## src/rtl/block_lock_ctrl.sv

```systemverilog
// Block-lock controller: freezes a stable search offset, verifies it, then tracks header errors.
// Optional BLOCK_LOCK_STATS_EN adds lock-loss and bad-header statistics outputs.
module block_lock_ctrl #(
   parameter int CAND_STABLE = 8,
   parameter int LOCK_CNT    = 32,
   parameter int WINDOW      = 64,
   parameter int UNLOCK_BAD  = 16,
   parameter int MAX_OFFSET  = 64
) (
   input  logic       clk_i,
   input  logic       rst_i,
   input  logic       blk_valid_i,
   input  logic [7:0] cand_offset_i,
   input  logic [1:0] hdr_i,
   output logic       search_clr_o,
   output logic [7:0] locked_offset_o,
   output logic       block_lock_o,
   output logic [1:0] state_o
`ifdef BLOCK_LOCK_STATS_EN
   ,
   output logic [15:0] lock_loss_cnt_o,
   output logic [15:0] bad_hdr_cnt_o
`endif
);

   localparam int SW = $clog2(CAND_STABLE + 1);
   localparam int GW = $clog2(LOCK_CNT + 1);
   localparam int WW = $clog2(WINDOW + 1);
   localparam int BW = $clog2(UNLOCK_BAD + 1);

   localparam logic [SW-1:0] L_STABLE = SW'(CAND_STABLE);
   localparam logic [GW-1:0] L_LOCK   = GW'(LOCK_CNT);
   localparam logic [WW-1:0] L_WIN    = WW'(WINDOW);
   localparam logic [BW-1:0] L_UNLOCK = BW'(UNLOCK_BAD);
   localparam logic [8:0]    L_MAX    = 9'(MAX_OFFSET);

   typedef enum logic [1:0] {
      S_CLEAR  = 2'd0,
      S_HUNT   = 2'd1,
      S_VERIFY = 2'd2,
      S_LOCKED = 2'd3
   } state_t;

   state_t        r_state, w_state_nxt;
   logic          r_search_clr;
   logic [7:0]    r_offset, w_offset_nxt;
   logic          r_lock, w_lock_nxt;
   logic [SW-1:0] r_stable, w_stable_nxt;
   logic [GW-1:0] r_good, w_good_nxt;
   logic [WW-1:0] r_win, w_win_nxt;
   logic [BW-1:0] r_bad, w_bad_nxt;
   logic          w_hdr_ok;
   logic          w_cand_ok;

   assign w_hdr_ok  = (hdr_i == 2'b01) || (hdr_i == 2'b10);
   assign w_cand_ok = ({1'b0, cand_offset_i} <= L_MAX);

   always_comb begin
      // NOTE: every comb output gets a default first so no path can infer a latch.
      w_state_nxt  = r_state;
      w_offset_nxt = r_offset;
      w_lock_nxt   = r_lock;
      w_stable_nxt = r_stable;
      w_good_nxt   = r_good;
      w_win_nxt    = r_win;
      w_bad_nxt    = r_bad;

      case (r_state)
         S_CLEAR: begin
            w_state_nxt  = S_HUNT;
            w_stable_nxt = '0;
            w_good_nxt   = '0;
            w_win_nxt    = '0;
            w_bad_nxt    = '0;
         end
         S_HUNT: begin
            if (blk_valid_i) begin
               if (w_cand_ok && (cand_offset_i == r_offset)) begin
                  w_stable_nxt = (r_stable == L_STABLE) ? r_stable : r_stable + SW'(1);
               end else begin
                  w_offset_nxt = w_cand_ok ? cand_offset_i : 8'd0;
                  w_stable_nxt = w_cand_ok ? SW'(1) : '0;
               end
               if (w_stable_nxt == L_STABLE) begin
                  w_state_nxt = S_VERIFY;
                  w_good_nxt  = '0;
               end
            end
         end
         S_VERIFY: begin
            if (blk_valid_i) begin
               if (w_hdr_ok) begin
                  w_good_nxt = (r_good == L_LOCK) ? r_good : r_good + GW'(1);
                  if (w_good_nxt == L_LOCK) begin
                     w_state_nxt = S_LOCKED;
                     w_lock_nxt  = 1'b1;
                     w_win_nxt   = '0;
                     w_bad_nxt   = '0;
                  end
               end else begin
                  w_state_nxt = S_CLEAR;
               end
            end
         end
         S_LOCKED: begin
            if (blk_valid_i) begin
               w_win_nxt = (r_win == L_WIN) ? r_win : r_win + WW'(1);
               if (!w_hdr_ok) begin
                  w_bad_nxt = (r_bad == L_UNLOCK) ? r_bad : r_bad + BW'(1);
               end
               // Unlock wins over a window rollover landing on the same strobe.
               if (w_bad_nxt == L_UNLOCK) begin
                  w_lock_nxt  = 1'b0;
                  w_state_nxt = S_CLEAR;
               end else if (w_win_nxt == L_WIN) begin
                  w_win_nxt = '0;
                  w_bad_nxt = '0;
               end
            end
         end
         default: w_state_nxt = S_CLEAR;
      endcase
   end

   always_ff @(posedge clk_i) begin
      if (rst_i) begin
         r_state      <= S_CLEAR;
         r_search_clr <= 1'b1;
         r_offset     <= 8'd0;
         r_lock       <= 1'b0;
         r_stable     <= '0;
         r_good       <= '0;
         r_win        <= '0;
         r_bad        <= '0;
      end else begin
         r_state      <= w_state_nxt;
         r_search_clr <= (w_state_nxt == S_CLEAR);
         r_offset     <= w_offset_nxt;
         r_lock       <= w_lock_nxt;
         r_stable     <= w_stable_nxt;
         r_good       <= w_good_nxt;
         r_win        <= w_win_nxt;
         r_bad        <= w_bad_nxt;
      end
   end

   assign search_clr_o    = r_search_clr;
   assign locked_offset_o = r_offset;
   assign block_lock_o    = r_lock;
   assign state_o         = r_state;

`ifdef BLOCK_LOCK_STATS_EN
   logic [15:0] r_lock_loss, r_bad_hdr;
   logic        w_loss;
   logic        w_bad_locked;

   assign w_loss       = (r_state == S_LOCKED) && (w_state_nxt == S_CLEAR);
   assign w_bad_locked = (r_state == S_LOCKED) && blk_valid_i && !w_hdr_ok;

   always_ff @(posedge clk_i) begin
      if (rst_i) begin
         r_lock_loss <= 16'd0;
         r_bad_hdr   <= 16'd0;
      end else begin
         if (w_loss && (r_lock_loss != 16'hFFFF)) r_lock_loss <= r_lock_loss + 16'd1;
         if (w_bad_locked && (r_bad_hdr != 16'hFFFF)) r_bad_hdr <= r_bad_hdr + 16'd1;
      end
   end

   assign lock_loss_cnt_o = r_lock_loss;
   assign bad_hdr_cnt_o   = r_bad_hdr;
`endif

endmodule
```

## config.mk

```make
export PLATFORM = sky130hd
export DESIGN_NAME = block_lock_ctrl
export DESIGN_NICKNAME = d
export VERILOG_FILES = /design/src/rtl/block_lock_ctrl.sv
export SDC_FILE = /design/constraint.sdc
export NUM_CORES = 1
export LEC_CHECK = 0
export BUFFER_PORTS_ARGS = -buffer_cell sky130_fd_sc_hd__buf_2
export CORE_ASPECT_RATIO = 0.7
export CORE_MARGIN = 4
export CORE_UTILIZATION = 60
export DETAILED_ROUTE_END_ITERATION = 10
export PLACE_DENSITY = 0.8
export REMOVE_ABC_BUFFERS = 1
export SYNTH_ARGS = -nofsm -noshare
export SYNTH_HDL_FRONTEND = slang
export SYNTH_SLANG_ARGS = --single-unit
```

## constraint.sdc

```tcl
create_clock -name clk_i -period 3.44 [get_ports clk_i]
set_input_delay 0.86 -clock clk_i [delete_from_list [all_inputs] [get_ports clk_i]]
set_output_delay 0.86 -clock clk_i [all_outputs]
set_load 0.02 [all_outputs]
```

# --- Yosys cells after proc, flatten, opt, wreduce, memory -nomap -nowiden ---
# Cells that the tools add are included.
totals:
  in_bits: 13
  elab_cells: 95
  ff_bits: 34
  output_inout_bits: 12
classes:
  reduce_logical: 13
  n_lt_le_gt_ge: 1
  muxes: 47
  n_eq_ne: 21
  n_addsub: 4
  n_bitwise: 1
ops:
  columns: ["cell", "count"]
  rows:
  - ["$mux W5", 10]
  - ["$mux W7", 7]
  - ["$mux W6", 5]
  - ["$pmux W7 S3", 1]
  - ["$mux W4", 5]
  - ["$pmux W6 S3", 1]
  - ["$pmux W5 S3", 1]
  - ["$eq A7 B7 Y1 const B", 2]
  - ["$mux W2", 7]
  - ["$ne A2 B2 Y1 const B", 7]
  - ["$eq A6 B6 Y1 const B", 2]
  - ["$eq A5 B5 Y1 const B", 2]
  - ["$reduce_and A5 Y1", 2]
  - ["$eq A4 B4 Y1 const B", 2]
  - ["$eq A8 B8 Y1", 1]
  - ["$le A8 B7 Y1 const B", 1]
  - ["$mux W8", 1]
  - ["$pmux W2 S4", 1]
  - ["$pmux W4 S2", 1]
  - ["$add A7 B1 Y7 const B", 1]
  - ["$add A6 B1 Y6 const B", 1]
  - ["$eq A2 B2 Y1 const B", 3]
  - ["$mux W1", 6]
  - ["$reduce_and A6 Y1", 1]
  - ["12 further kinds", 16]

# --- Longest topological paths before layout ---
# Gate-level depths: netlist (run 1).
depth:
  depth_word: 10
  ltp_mapped: 8
  mapped_depth_nobuf: 8

# --- Worst setup path after synthesis (run 1) ---
# OpenSTA, ideal clock, no wires.
synth_path:
  kind: "input to register"
  from: "input port cand_offset_i[3]"
  to: "register r_search_clr, in the netlist search_clr_o"
  n_path_buf: 1
  path_stages: 7
  slack_ns: 1.012
  t_arrival_ns: 2.307
  setup_time_ns: 0.121
  required_time_ns: 3.319
  path_cell_list: "or4_4 -> o22ai_2 -> buf_6 -> and4b_1 -> a41oi_1 -> a311oi_2 -> nor2_1"
synth_between:
  elab_chain_cells: 10
  elab_cells_between_ends: 12
  classes_between: "1 x order compare; 2 x eq/ne; 7 x mux; 2 x reduce/logical"
synth_lines:
  columns: ["item", "line", "text"]
  rows:
  - ["start: declaration", "13", "input logic [7:0] cand_offset_i,"]
  - ["$le A8 B7 Y1 or $eq A8 B8 Y1 (tied branches)", "56, 78", null]
  - ["$mux W1 or $logic_and A1 B1 Y1 (tied branches)", "82, 78", null]
  - ["$mux W4 *", "78", "if (w_cand_ok && (cand_offset_i == r_offset)) begin"]
  - ["$mux W4 *", "77", "if (blk_valid_i) begin"]
  - ["$mux W4 *", "68", "case (r_state)"]
  - ["$eq A4 B4 Y1 *", "84", "if (w_stable_nxt == L_STABLE) begin"]
  - ["$mux W2 *", "84", null]
  - ["$mux W2 *", "77", null]
  - ["$pmux W2 S4 *", "68", null]
  - ["$logic_not A2 Y1 *", "137", "r_search_clr <= (w_state_nxt == S_CLEAR);"]
  - ["end signal: assignment", "137", null]
  - ["end: declaration", "45", "logic r_search_clr;"]
# Mark *: on every way between the ends. The rest lies on a longest branch, timed or not. The select of a mux whose other input is x is not followed.
# A chain may end at the register's enable or synchronous reset.

# --- Final worst setup path (run 1) ---
layout_path:
  from: "input port hdr_i[1]"
  to: "register r_bad[4]"
layout_between:
  elab_chain_cells: 9
  elab_cells_between_ends: 13
  classes_between: "4 x eq/ne; 7 x mux; 2 x reduce/logical"
layout_lines:
  columns: ["item", "line", "text"]
  rows:
  - ["start: declaration", "14", "input logic [1:0] hdr_i,"]
  - ["$eq A2 B1 Y1 or $eq A2 B2 Y1 (tied branches)", "55", "assign w_hdr_ok = (hdr_i == 2'b01) || (hdr_i == 2'b10);"]
  - ["$logic_or A1 B1 Y1 *", "55", null]
  - ["$mux W5", "108", "if (!w_hdr_ok) begin"]
  - ["$mux W5", "106", "if (blk_valid_i) begin"]
  - ["$mux W5", "68", null]
  - ["$eq A5 B5 Y1 or $mux W5 (tied branches)", "112, 115", null]
  - ["$mux W5", "112", "if (w_bad_nxt == L_UNLOCK) begin"]
  - ["$mux W5", "106", null]
  - ["$pmux W5 S3", "68", null]
  - ["end signal: assignment", "143", "r_bad <= w_bad_nxt;"]
  - ["end: declaration", "51", "logic [BW-1:0] r_bad, w_bad_nxt;"]
# Marked as above.

==> impl_metrics.toml, run 1 <==
[status]
outcome = "complete, no violations"

[sta]
tns_ns = 0
slew_headroom = 0.546
fmax_mhz = 413
maxSlewViolCount = 0
hold_violations = 0
grt_setup_unrepaired = "no"
period_share = 0.704
post-route-min-period_ns = 2.42
setup_viol = 0
finalClockSkew_ns = 0.00632
tightest_slew_ns = 0.675

[floorplan]
die_h_um = 60.1
fp-row-count = 18
initial_core_util = 0.642
die-area_sq_um = 4960
core_area_sq_um = 3630
die_w_um = 82.5
io-pin-count = 25

[power_and_ir_drop]
vdd_ir_drop_max_mv = 0.300
power_density_nw_per_um2 = 307
internal_power_uw = 583
p_clk_frac = 0.400
leakage_nw = 1.01
pwr-share-seq = 0.511
power.switching_uw = 200
switching_share = 0.256
p_comb_frac = 0.089

[synthesis]
synth_area_leaders = "dfxtp_1, nor2_1, ha_1"
yosysWarnings = 0
ys_ff_latch = 34
netlist_area_sq_um = 2330
synth_cell_type_count = 66
synth_area_leader_cell = "dfxtp_1"
synth_top_area_share = 0.292
synthArstFlopShare = 0
syn-instance-count = 292
yosysMostFrequentCell = "nor2_1"
synth_edf_count = 0
yosysSeqAreaShare = 0.292
synth_top_cells_by_count = "nor2_1, dfxtp_1, nand2_1"
synth-main-ff-cell = "dfxtp_1"
avgSynthCellArea_sq_um = 7.97

[clock_network]
hold_buffers = 0
cts_root_buffer = "clkbuf_8"
htreeDepth = 2
cts_setup_buffers = 0
clock_path_buffers = 2
numCtsBuffers = 5
cts_resized = 0
cts_tree = "built"
clk_pin_slew_ns = 0.07
clock_latency_ns = 0.28
clock-sinks = 34

[worst_setup_path]
r2r-end = "r_bad[4]"
critPathLaunchType = "primary input"
endpoint_kind = "flop"
critPathMaxFanout = 8
reg2reg_depth = 7
reg2reg_slack_ns = 1.10
setup.worst_path.class = "primary input to flop"
crit_required_ns = 3.68
critical_path.endpoint = "r_bad[4]"
cp_data_arrival_time_ns = 2.66
crit_start = "hdr_i[1]"
r2r_start = "r_bad[0]"

[routing]
dr.pass1.iters = 5
vias = 2228
wl_mm = 5.58
avgRoutedWirePerCell_um = 15.3
vias_per_cell = 6.10
ant_nets = 0
drt-initial-drc-count = 156
drcViolationCount = 0

[global_routing]
antenna_found_initial = 0
grt_use_total = 0.241
grt_max_degree = 26
grt_pass1_wl_mm = 9.20
grt.overflow.total = 0
grt_pass1_vias = 2013

[finish]
final_area_sq_um = 2550
fillerInstances = 310
drive_above_1_share = 0.156
syn_to_final_growth_pct = 9.46
final-seq-area_sq_um = 681
multiInputGateArea_sq_um = 1520
antenna_cells = 0
nNetsFinal = 335

[placed_design]
portBuffers = 24
placed_area_sq_um = 2460
dpl.hpwl_mm = 3.96
finalWeightedCongestion = 0.861

[hold_path]
hp-class = "flop to flop"

[job]
maxCapViolCount = 0
[layout by cell type, fill, tap and decap left out, drive strengths merged, types with 11 or more instances in the layout]
| master | synthesis | layout |
|---|---|---|
| o21ai | 16 | 16 |
| nor2b | 12 | 12 |
| nand2 | 25 | 25 |
| buf | 7 | 27 |
| dfxtp | 34 | 34 |
| nor3 | 12 | 12 |
| a21oi | 12 | 12 |
| inv | 13 | 13 |
| xor2 | 11 | 11 |
| nor2 | 36 | 36 |
[worst min path at each step]
stage,cells after the start,start,endpoint,slack (ns)
floorplan,2,r_win[6],r_win[6],0.46
global placement,2,r_win[6],r_win[6],0.49
detailed placement,2,r_win[6],r_win[6],0.50
CTS,2,r_win[6],r_win[6],0.51
global route,2,r_win[6],r_win[6],0.52
finish,2,r_win[6],r_win[6],0.52
[metrics by stage]
stage	setup slack, ns	total power, mW	hold slack, ns	util	cells
4_1_cts	1.05	0.786	0.512	0.703	365
3_3_place_gp	0.835	0.476	0.494	0.678	357
6_report	1.02	0.783	0.521	0.703	365
2_1_floorplan	0.894	0.445	0.465	-	280
3_5_place_dp	0.784	0.477	0.502	0.678	357
5_1_grt	0.882	0.812	0.524	0.703	365
[cell type report]
type,instances,area share
multi-input cells,233,0.597
well taps,50,0.0245
flip-flops and latches,34,0.267
clock inverters,1,0.00196
inverters,13,0.0191
repair buffers,27,0.0560
clock buffers,7,0.0339
[layer usage]
metal | up-vias | share of wire | global-route usage
met5 | - | 0 | 0
met4 | 0 | 0.0070 | 0.0664
met3 | 5 | 0.067 | 0.0557
met2 | 84 | 0.43 | 0.354
met1 | 1033 | 0.50 | 0.350
li1 | 1106 | - | -
[cells by family after synthesis]
kind of cell	Yosys count	synth area share
DFF	34	0.292
xor gates and xnor gates	16	0.0634
and+or+nand+nor	130	0.294
AOI/OAI and AO/OA	73	0.224
buffers and inverters	25	0.0537
adders and majority gates	8	0.0430
muxes	6	0.0296
[sequential cells by signal (all words and copies together), names as in the netlist]
name / flops
r_good: 6
r_win: 7
block_lock_o: 1
r_bad: 5
r_stable: 4
search_clr_o: 1
locked_offset_o: 8
state_o: 2
[power groups by stage]
stage	Clock, mW	Combinational (mW)	Sequential [mW]
2_1_floorplan	0	0.0338	0.412
3_3_place_gp	0	0.0668	0.409
3_5_place_dp	0	0.0676	0.409
4_1_cts	0.317	0.0685	0.400
5_1_grt	0.336	0.0752	0.401
6_report	0.313	0.0695	0.400
[critical path: stages]
cell,delay [ns]
buf_2,0.13
xor2_2,0.22
or4_1,0.56
a221oi_2,0.39
nor4_1,0.14
a211oi_1,0.25
a21o_1,0.10
Power figures use the tool's default switching activity.
==> run 2: changes to the inputs <==
--- a/config.mk
+++ b/config.mk
@@ -8,9 +8,9 @@
 export BUFFER_PORTS_ARGS = -buffer_cell sky130_fd_sc_hd__buf_2
 export CORE_ASPECT_RATIO = 0.7
 export CORE_MARGIN = 4
-export CORE_UTILIZATION = 60
+export CORE_UTILIZATION = 59
 export DETAILED_ROUTE_END_ITERATION = 10
-export PLACE_DENSITY = 0.8
+export PLACE_DENSITY = 0.79
 export REMOVE_ABC_BUFFERS = 1
 export SYNTH_ARGS = -nofsm -noshare
 export SYNTH_HDL_FRONTEND = slang
==> constraint.sdc (replaced) <==
create_clock -name clk_i -period 2.24 [get_ports clk_i]
set_input_delay 0.56 -clock clk_i [delete_from_list [all_inputs] [get_ports clk_i]]
set_output_delay 0.56 -clock clk_i [all_outputs]
set_load 0.02 [all_outputs]
==> run 2 against run 1 <==
  * Hold slack worse by 0.011 ns
  * Global-route usage fell by 0.34 points
  * Sequential power grew 53%
  * Clock skew grew 0.0012 ns
  * Clock power is 79% higher
  * Wire length grew 0.18%
  * Combinational power is 84% higher
  * Die area up 1.5%
==> impl_metrics.toml, run 2 (synthesized netlist as in run 1, its figures left out) <==
[global_routing]
grt_pass1_vias = 2047
grt.overflow.total = 0
grt_use_total = 0.238
antenna_found_initial = 0
grt_pass1_wl_mm = 9.65
grt_max_degree = 17

[floorplan]
die_h_um = 60.6
io-pin-count = 25
initial_core_util = 0.638
die_w_um = 83.1
core_area_sq_um = 3650
die-area_sq_um = 5030
fp-row-count = 18

[clock_network]
cts_root_buffer = "clkbuf_8"
hold_buffers = 0
numCtsBuffers = 5
clk_pin_slew_ns = 0.07
clock-sinks = 34
cts_resized = 0
cts_setup_buffers = 0
cts_tree = "built"
clock_path_buffers = 2
htreeDepth = 2
clock_latency_ns = 0.29

[finish]
nNetsFinal = 352
antenna_cells = 0
postLayoutCoreUtil = 0.744
largest_reg_flops = 8
syn_to_final_growth_pct = 16.6
fin_cells = 382
final_common_cell = "nor2_1"
final_area_sq_um = 2710
drive_above_1_share = 0.211
final_cell_mix = "nor2_1, dfxtp_1, nand2_1"

[worst_setup_path]
path_depth = 9
r2r-end = "search_clr_o"
crit_family = "compound AO/OA/AOI/OAI gates"
critPathSlowestCell = "dfxtp_1"
cpPeakStageDelay_ns = 0.37
endpoint_kind = "flop"
worst-path-buf-inv = 2
cp_data_arrival_time_ns = 2.32
reg2reg_slack_ns = 0.10
critical_path.endpoint = "search_clr_o"
r2r_start = "r_bad[1]"
setup.worst_path.class = "flop to flop"
critPathLaunchType = "flop"
reg2reg_depth = 9
crit_start = "r_bad[1]"
crit_chain = "inv_1 -> ha_1 -> nand3b_1 -> a311oi_1 -> a221oi_2 -> buf_4 -> mux2_1 -> a311oi_2 -> nor2_1"
critPathMaxFanout = 5
crit_required_ns = 2.42

[routing]
vias = 2308
drcViolationCount = 0
vias_per_cell = 6.04
wl_mm = 5.59
drt-initial-drc-count = 178
ant_nets = 0
avgRoutedWirePerCell_um = 14.6
dr.pass1.iters = 4

[sta]
finalClockSkew_ns = 0.00748
post-route-min-period_ns = 2.14
setup_viol = 0
maxSlewViolCount = 0
fmax_mhz = 468
tightest_slew_ns = 0.476
period_share = 0.955
slew_headroom = 0.682
grt_setup_unrepaired = "no"
hold_violations = 0
whs_ns = 0.510

[job]
maxCapViolCount = 0

[placed_design]
dpl.hpwl_mm = 4.19
dpl.cell_count = 374
placed_area_sq_um = 2580
finalWeightedCongestion = 0.884
portBuffers = 24

[power_and_ir_drop]
power_density_nw_per_um2 = 479
leakage_nw = 1.10
vdd_ir_drop_max_mv = 0.325

[hold_path]
hp-class = "flop to flop"

[status]
outcome = "complete, no violations"
[run 2: through the flow]
step	setup slack [ns]	setup TNS (ns)	total power, mW
2_1_floorplan	-0.00587	-0.0411	0.684
3_3_place_gp	0.0283	0	0.750
3_5_place_dp	-0.0410	-0.0626	0.753
5_1_grt	0.00376	0	1.35
6_report	0.101	0	1.30
4_1_cts	0.0775	0	1.31
[run 2: layer usage]
metal | GRT usage | vias to the layer above | part of all wire
met4 | 0.0746 | 0 | 0.0068
li1 | - | 1135 | -
met3 | 0.0475 | 4 | 0.059
met1 | 0.353 | 1096 | 0.51
met2 | 0.348 | 73 | 0.42
met5 | 0 | - | 0
[run 2: report_power, final]
| part | switching, mW | leakage, nW | internal [mW] |
|---|---|---|---|
| combinational | 0.0734 | 0.771 | 0.0545 |
| sequential | 0.00477 | 0.275 | 0.608 |
| clock | 0.232 | 0.0579 | 0.328 |
[run 2: worst min path at each step]
stage / from / to / slack (ns) / cells past startpoint
after global placement: locked_offset_o[7] / locked_offset_o[7] / 0.49 / 1
final: r_win[6] / r_win[6] / 0.51 / 2
after detailed placement: r_win[6] / r_win[6] / 0.49 / 2
after global routing: r_good[0] / r_good[0] / 0.55 / 1
after CTS: r_win[6] / r_win[6] / 0.51 / 2
after floorplan: r_win[6] / r_win[6] / 0.46 / 2
[run 2: area by class of cell]
class	count	area, sq um
inverters	13	48.8
repair buffers	44	270
well taps	50	62.6
fillers	297	935
clock buffers	5	68.8
clock inverters	3	40.0
multi-input cells	233	1540
flip-flops and latches	34	682
[run 2: worst min-delay path, cell delays in order (launching register included)]
cell and delay, ns:
dfxtp_1 0.33, nand2_1 0.06, o31ai_1 0.06
